--- config.mk ---
export PLATFORM = sky130hd
export DESIGN_NAME = fsm_arbiter_n
export DESIGN_NICKNAME = d
export VERILOG_FILES = /design/src/rtl/arb_pkg.sv /design/src/rtl/arb_pick.sv /design/src/rtl/fsm_arbiter_n.sv
export SDC_FILE = /design/constraint.sdc
export NUM_CORES = 1
export LEC_CHECK = 0
export CAP_MARGIN = 20
export CORE_UTILIZATION = 40
export DETAILED_ROUTE_END_ITERATION = 12
export PLACE_DENSITY = 0.69
export SLEW_MARGIN = 0
export SYNTH_ARGS = -nofsm -noshare
export SYNTH_HDL_FRONTEND = slang
export SYNTH_HIERARCHICAL = 1
export SYNTH_SLANG_ARGS = --single-unit
--- constraint.sdc ---
create_clock -name clock -period 1.6 [get_ports clock]
set_input_delay 0.16 -clock clock [delete_from_list [all_inputs] [get_ports clock]]
set_output_delay 0.16 -clock clock [all_outputs]
set_load 0.005 [all_outputs]
--- src/rtl/arb_pkg.sv ---
// Shared types and helpers for the N-channel arbiter.
// Imported by arb_pick and fsm_arbiter_n.
package arb_pkg;

  typedef enum logic {
    IDLE  = 1'b0,
    GRANT = 1'b1
  } arb_state_t;

  localparam logic ARB_FIXED = 1'b0;
  localparam logic ARB_RR    = 1'b1;

  // Hold counter width; the timeout-disabled case still needs one bit.
  function automatic int cnt_width(input int max_hold);
    int w;
    w = $clog2(max_hold + 1);
    return (w < 1) ? 1 : w;
  endfunction

endpackage

--- src/rtl/arb_pick.sv ---
// Combinational winner selection for the arbiter.
// Fixed priority and round-robin share one masked priority encoder.
module arb_pick
  import arb_pkg::*;
#(
  parameter int NUM_REQ = 4
) (
  input  logic [NUM_REQ-1:0]         req,
  input  logic                       mode,
  input  logic [$clog2(NUM_REQ)-1:0] last_id,
  output logic [$clog2(NUM_REQ)-1:0] winner,
  output logic                       any
);

  localparam int IDW = $clog2(NUM_REQ);

  logic [2*NUM_REQ-1:0] dbl;
  logic                 found;
  int                   start;

  // Search {req,req} from start upward; the upper copy provides the wrap.
  always_comb begin
    dbl    = {req, req};
    start  = 0;
    found  = 1'b0;
    winner = '0;
    any    = |req;
    if (mode == ARB_RR) begin
      if (int'(last_id) >= NUM_REQ - 1) start = 0;
      else start = int'(last_id) + 1;
    end
    for (int i = 0; i < 2 * NUM_REQ; i++) begin
      if (!found && dbl[i] && (i >= start)) begin
        found  = 1'b1;
        winner = IDW'(i % NUM_REQ);
      end
    end
  end

endmodule

--- src/rtl/fsm_arbiter_n.sv ---
// N-channel request/grant arbiter with fixed or round-robin
// selection and an optional maximum-hold forced release.
module fsm_arbiter_n
  import arb_pkg::*;
#(
  parameter int NUM_REQ  = 4,
  parameter int MAX_HOLD = 0
) (
  input  logic                       clock,
  input  logic                       reset,
  input  logic [NUM_REQ-1:0]         req,
  input  logic                       mode,
  output logic [NUM_REQ-1:0]         gnt,
  output logic                       gnt_valid,
  output logic [$clog2(NUM_REQ)-1:0] gnt_id,
  output logic                       timeout
);

  localparam int IDW = $clog2(NUM_REQ);
  localparam int CW  = cnt_width(MAX_HOLD);
  localparam logic          HOLD_EN   = (MAX_HOLD != 0);
  localparam logic [CW-1:0] HOLD_LAST =
    (MAX_HOLD == 0) ? '0 : CW'(MAX_HOLD - 1);
  localparam logic [IDW-1:0] LAST_INIT = IDW'(NUM_REQ - 1);
  localparam logic [NUM_REQ-1:0] ONE = NUM_REQ'(1);

  arb_state_t         state_q, state_d;
  logic [NUM_REQ-1:0] gnt_q, gnt_d;
  logic               vld_q, vld_d;
  logic [IDW-1:0]     id_q, id_d;
  logic [IDW-1:0]     last_q, last_d;
  logic [CW-1:0]      cnt_q, cnt_d;
  logic               to_q, to_d;

  logic [IDW-1:0]     pick_id;
  logic               pick_any;

  arb_pick #(
    .NUM_REQ (NUM_REQ)
  ) u_pick (
    .req     (req),
    .mode    (mode),
    .last_id (last_q),
    .winner  (pick_id),
    .any     (pick_any)
  );

  // State and output registers; reset wins over everything.
  always_ff @(posedge clock) begin
    if (reset) begin
      state_q <= IDLE;
      gnt_q   <= '0;
      vld_q   <= 1'b0;
      id_q    <= '0;
      last_q  <= LAST_INIT;
      cnt_q   <= '0;
      to_q    <= 1'b0;
    end else begin
      state_q <= state_d;
      gnt_q   <= gnt_d;
      vld_q   <= vld_d;
      id_q    <= id_d;
      last_q  <= last_d;
      cnt_q   <= cnt_d;
      to_q    <= to_d;
    end
  end

  // Arbitrate in IDLE; in GRANT hold until release or hold limit.
  always_comb begin
    state_d = state_q;
    gnt_d   = gnt_q;
    vld_d   = vld_q;
    id_d    = id_q;
    last_d  = last_q;
    cnt_d   = cnt_q;
    to_d    = 1'b0;
    unique case (state_q)
      IDLE: begin
        if (pick_any) begin
          state_d = GRANT;
          gnt_d   = ONE << pick_id;
          vld_d   = 1'b1;
          id_d    = pick_id;
          last_d  = pick_id;
          cnt_d   = '0;
        end
      end
      GRANT: begin
        if (!req[id_q]) begin
          state_d = IDLE;
          gnt_d   = '0;
          vld_d   = 1'b0;
        end else if (HOLD_EN && (cnt_q == HOLD_LAST)) begin
          state_d = IDLE;
          gnt_d   = '0;
          vld_d   = 1'b0;
          to_d    = 1'b1;
        end else if (!(&cnt_q)) begin
          cnt_d = cnt_q + 1'b1;
        end
      end
      default: begin
        state_d = IDLE;
        gnt_d   = '0;
        vld_d   = 1'b0;
      end
    endcase
  end

  assign gnt       = gnt_q;
  assign gnt_valid = vld_q;
  assign gnt_id    = id_q;
  assign timeout   = to_q;

endmodule

# After elaboration in Yosys (flattened, before gate mapping)
# Index checks and enable logic that the tools add are counted.
[op_classes]
n_addsub = 1
magnitude_cmp = 10
n_eq_ne = 2
n_shift = 1
muxes = 27
bitwise = 1
n_reduce_logical = 25
[ops]
columns = ["op", "n"]
rows = [
  ["$ge 4x32->1 const A", 4],
  ["$ge 3x32->1 const A", 2],
  ["$mux 32", 2],
  ["$ge 1x32->1 const A", 1],
  ["$ge 2x32->1 const A", 1],
  ["$logic_and 1x1->1", 15],
  ["$mux 1", 13],
  ["$mux 2", 6],
  ["$mux 4", 2],
  ["$pmux 4 s2", 1],
  ["$logic_not 1->1", 7],
  ["$ne 2x2->1 const B", 2],
  ["$pmux 1 s2", 2],
  ["$reduce_and 2->1", 2],
  ["$reduce_or 4->1", 1],
  ["$shl 1x2->4 const A", 1],
  ["$add 2x1->3 const B", 1],
  ["$lt 2x3->1 const B", 1],
  ["$bmux 1 s2", 1],
  ["$ge 2x2->1 const B", 1],
  ["$not 1->1", 1],
]
[totals]
reg_bits = 10
in_bits = 7
out_inout_bits = 8
wordCells = 72

# Logic depth before layout (Yosys ltp)
[logic_depth]
word_depth = 37
depth_mapped = 6

# Hierarchy
# The synthesis kept the hierarchy.
[by_module_without_submodules]
columns = ["module", "n_inst", "cells_per_inst", "area_per_inst_um2"]
rows = [
  ["fsm_arbiter_n", 1, 47, 420.4],
  ["arb_pick", 1, 16, 110.1],
]

# Least setup slack after synthesis
# Ideal clock, no wire load.
[synth_timing]
kind = "flip-flop to flip-flop"
startpoint = "register last_q[0]"
endpoint = "register gnt_q[0] (netlist: gnt[0])"
arrival_ns = 1.437
required_ns = 1.472
setup_slack_ns = 0.036
stages_incl_launch_ff = 7
period_less_slack_ns = 1.564
cell_sequence = "dfxtp_1 -> ha_1 -> nor4b_2 -> a31oi_1 -> a22oi_1 -> nand2b_1 -> o22ai_1"
[synth_between]
elab_chain_cells = 37
[synth_lines]
columns = ["item", "line_no", "rtl"]
rows = [
  ["start, declared", "fsm_arbiter_n.sv:31", "logic [IDW-1:0] last_q, last_d;"],
  ["start signal, assigned", "fsm_arbiter_n.sv:63", "last_q <= last_d;"],
  ["$add 2x1->3 / $ge 2x2->1 (equally long branches)", "arb_pick.sv:30, arb_pick.sv:29", ""],
  ["$mux 32 *", "arb_pick.sv:29", "if (int'(last_id) >= NUM_REQ - 1) start = 0;"],
  ["$mux 32 *", "arb_pick.sv:28", "if (mode == ARB_RR) begin"],
  ["$ge 1x32->1", "arb_pick.sv:33", "if (!found && dbl[i] && (i >= start)) begin"],
  ["$logic_and 1x1->1", "arb_pick.sv:33", ""],
  ["$mux 1", "arb_pick.sv:33", ""],
  ["$logic_not 1->1", "arb_pick.sv:33", ""],
  ["$logic_and 1x1->1 (2 in a row)", "arb_pick.sv:33", ""],
  ["[... 20 more ...]", "--", ""],
  ["$mux 1", "arb_pick.sv:33", ""],
  ["$logic_not 1->1", "arb_pick.sv:33", ""],
  ["$logic_and 1x1->1 (2 in a row)", "arb_pick.sv:33", ""],
  ["$mux 2 *", "arb_pick.sv:33", ""],
  ["via pick_id[0]", "fsm_arbiter_n.sv:35", "logic [IDW-1:0] pick_id;"],
  ["$shl 1x2->4 *", "fsm_arbiter_n.sv:82", "gnt_d = ONE << pick_id;"],
  ["$mux 4 *", "fsm_arbiter_n.sv:80", "if (pick_any) begin"],
  ["$pmux 4 s2 *", "fsm_arbiter_n.sv:78", "unique case (state_q)"],
  ["end signal, assigned", "fsm_arbiter_n.sv:60", "gnt_q <= gnt_d;"],
  ["end, declared", "fsm_arbiter_n.sv:28", "logic [NUM_REQ-1:0] gnt_q, gnt_d;"],
]
# Mark *: on every way through the listed nets, which the timed path passes. The rest lies on a longest branch. The select of a mux whose other input is x is not followed.
# A chain may end at the register's enable or synchronous reset.

# Final worst setup path
[layout_timing]
startpoint = "register last_q[0]"
endpoint = "register gnt_q[2] (netlist: gnt[2])"
# Same word-level chain as after synthesis.

==> metrics list <==
- Maximum clock skew at final layout: 0.004929 ns
- In this run, distinct cell masters in the synthesized netlist total 25.
- Die Outline Area: 1476 sq um
- Pin count of the biggest net entering global routing: 10
* Sequential share of the synthesized area: 37.74%
* Last weighted congestion value of the routability-driven placer: 0.7166
- Summing all placed instances gives a cell area of 695.7 sq um.
- Number of nets in the layout: 91
- Fill cells in the final layout number 104.
- Clock tree synthesis inserted a total of 3 buffers.
* Diode count: 0
* Average wire length per cell after detail routing: 14.07 microns
- R2R Path Start: last_q[0]
* Arrival time reported for the critical path endpoint: 1.69 ns
* Total of hold buffers inserted after clock tree synthesis: 0
* Number of global-route vias before repair: 491
- The initial antenna violation count was 0.
- Summed over all nets, the half-perimeter wirelength after detailed placement is 902.4 microns.
- CTS saw 10 sinks.
- Of the post-synthesis cell area, the dominant cell type holds 37.74%.
- Vert. Die Dim: 38.42 microns
- Global-route wire length before repair: 2.111 mm
- Largest fanout on the critical path: 4
* Maximum Capacitance Violations: 0
- Count of antenna-violating nets left after detailed routing: 0
- Starting DRC count in detailed routing: 14
* CTS H-tree lvls: 1
- Synth Area per Inst: 8.421 sq um
- By startpoint and endpoint, the worst setup path is classified as reg -> reg.
- Core area: 1171 sq um
- DRC violations left: 0
- Parity-gate share of the synthesized area counting xor and xnor cells: 0%
- Worst setup SP type: flip-flop
- Cell count after synthesis: 63
- Post-synthesis compound-gate area fraction: 23.58%
* Max rail drop VDD: 575.5 uV
* Total power density per cell area: 913.5 nW/um^2
- Synthesis inferred 10 register bits.
- Most area-hungry cell type in the Yosys netlist: sky130_fd_sc_hd__dfxtp_1
* Vias per inst: 5.316
- Starting Density: 45.30%
- Post-placement cell count: 92
* Worst slack at placement: -0.04711 ns
- Global routing usage summed across all routing layers: 20.97%
* I/O pin total: 15
- Run status: completed
- Final Non-Filler Cells: 95
- Mux contribution to synthesized area: 4.953%
- The tree is rooted in a sky130_fd_sc_hd__clkbuf_4.
* Final worst slack: 0.09588 ns
- The clock passes through at most 2 buffers.
- The die is 38.42 microns wide.
- Setup violations remaining at the end of the flow were counted as 0.
- Port buffer count: 13
- The count of final hold-check violations came to 0.
- With fillers left out, the area of the finished cells amounts to 754.5 sq um.
- For this run, the detailed router's first-pass iteration total came to 3.
- The area growth from synthesis to layout is 42.22%.
- The worst hold path passes through 2 cells.
* Critical path capture point type: flip-flop
- Fraction of final layout cells sized beyond drive strength 1: 19.75%
- The startpoint identified for the worst hold timing path is gnt[1].
- The final route contains 505 vias.
* Leakage power of the design: 0.0002802 uW
* Portion of the clock cycle consumed by the worst path in the final layout: 94.01%
* Syn Nets: 71
- Post-synthesis cell area: 530.5 sq um
- The routed design has 1.337 mm of wire.
* Slew Viols, Final: 0
- The worst register-to-register path has a depth of 7.
- Setup repair after global routing missed its margin: yes
* TritonCTS clock tree: yes
- The tightest min-delay check is of the reg -> reg type.
* Clock transition at the registers of the reported paths: 0.06 ns
* Max frequency: 0.6648 GHz
- Adder and majority gate portion of the synthesized area: 2.358%
* Required time at the endpoint of the critical path: 1.79 ns
- Once layout is complete, the utilization of the core stands at 64.42%.
- Std cell rows: 12
- Postcts setup bufs: 0
- Clock latency on the worst-skew pair, taken at its later pin, is 0.26 ns.
- After Yosys synthesis, and, or, nand and nor cells account for 26.18% of the synthesized area.
- During synthesis, Yosys emitted a total of 6 warnings.
* Clock period minus final worst setup slack: 1.504 ns
- Remaining global-route overflow: 0
- Cells taking the most area after synthesis: sky130_fd_sc_hd__dfxtp_1, sky130_fd_sc_hd__nand2_1, sky130_fd_sc_hd__a21oi_1
- By area, the combinational part of the netlist is dominated by simple AND/OR/NAND/NOR gates.
- Start point of the critical path: last_q[0]
[registers in the layout, indices dropped and copies added, names as in the netlist]
signal	cells
gnt_valid	1
gnt	4
gnt_id	2
state_q	1
last_q	2
[repair_timing]
item / in CTS / in global routing
setup endpoints to repair: 5 / 6
pin swaps: 1 / 2
cloned: 0 / 0
gates resized for setup: 1 / 5
[through the flow]
| stage | setup TNS [ns] | hold slack, ns | power (uW) |
|---|---|---|---|
| 2_1_floorplan | 0 | 0.2291 | 405.0 |
| 3_3_place_gp | -0.01920 | 0.4510 | 485.1 |
| 3_5_place_dp | -0.1243 | 0.4508 | 488.5 |
| 4_1_cts | 0 | 0.4593 | 670.5 |
| 5_1_grt | -0.01999 | 0.4686 | 727.9 |
| 6_report | 0 | 0.4557 | 689.2 |
[area by class of cell]
type / count / area [sq um] / area share (%)
multi-input cells: 48 / 340.3 / 45.11
flip-flops and latches: 10 / 202.7 / 26.87
clock buffers: 3 / 22.52 / 2.985
inverters: 3 / 11.26 / 1.493
repair buffers: 17 / 160.2 / 21.23
well taps: 14 / 17.52 / 2.322
[logic make-up after synthesis]
logic type	Yosys count
simple gates	27
compound gates	17
flops	10
buf+inv	5
mux	2
fa+ha+maj	1
other cells	1
[cell usage after synthesis (all sizes together)]
cell type / number
o2bb2ai: 1
dfxtp: 10
inv: 3
a22oi: 1
nor3b: 1
nor2b: 1
nand2b: 3
nand4bb: 1
ha: 1
o221ai: 2
a211oi: 1
o21ai: 1
conb: 1
nor4b: 2
nand2: 15
mux2: 2
a21oi: 6
nor2: 4
buf: 2
o22ai: 4
a31oi: 1
[layout by cell type, fill, tap and decap left out, drive strengths merged]
cell,count
nand2,15
clkdlybuf4s50,13
dfxtp,10
a21oi,6
o22ai,4
nor2,4
buf,4
inv,3
clkbuf,3
nand2b,3
mux2,2
o221ai,2
nor4b,2
nor2b,1
nor3b,1
conb,1
a31oi,1
nand4bb,1
o2bb2ai,1
a22oi,1
o21ai,1
a211oi,1
ha,1
[per-layer routing]
layer	vias to the layer above	wire, microns	global-route usage (%)	part of all wire [%]
met1	226	596	24.20	45
met4	0	31	10.34	2.3
met3	5	55	2.326	4.1
li1	262	-	-	-
met2	12	653	37.71	49
met5	-	0	0	0
[critical path, cell delays in order (launching register included)]
cell and delay, ns:
sky130_fd_sc_hd__dfxtp_2 0.33, sky130_fd_sc_hd__ha_4 0.17, sky130_fd_sc_hd__nor4b_1 0.34, sky130_fd_sc_hd__a211oi_1 0.09, sky130_fd_sc_hd__a21oi_1 0.14, sky130_fd_sc_hd__buf_4 0.15
sky130_fd_sc_hd__inv_1 0.05, sky130_fd_sc_hd__o22ai_1 0.16
[power breakdown]
group	leakage (uW)	internal, uW	switching, uW
registers	0.0000822	276	21.1
clock network	0.0000138	86.8	82.3
logic	0.000184	120	103
total	0.000280	483	207
[final timing paths]
check	end	slack (ns)
worst max register to register	gnt[2]	0.1
worst max-delay path	gnt[2]	0.1
worst min-delay path	gnt[1]	0.46
worst min register to register	gnt[1]	0.46
Note: power is estimated with default switching activity, not from simulation.
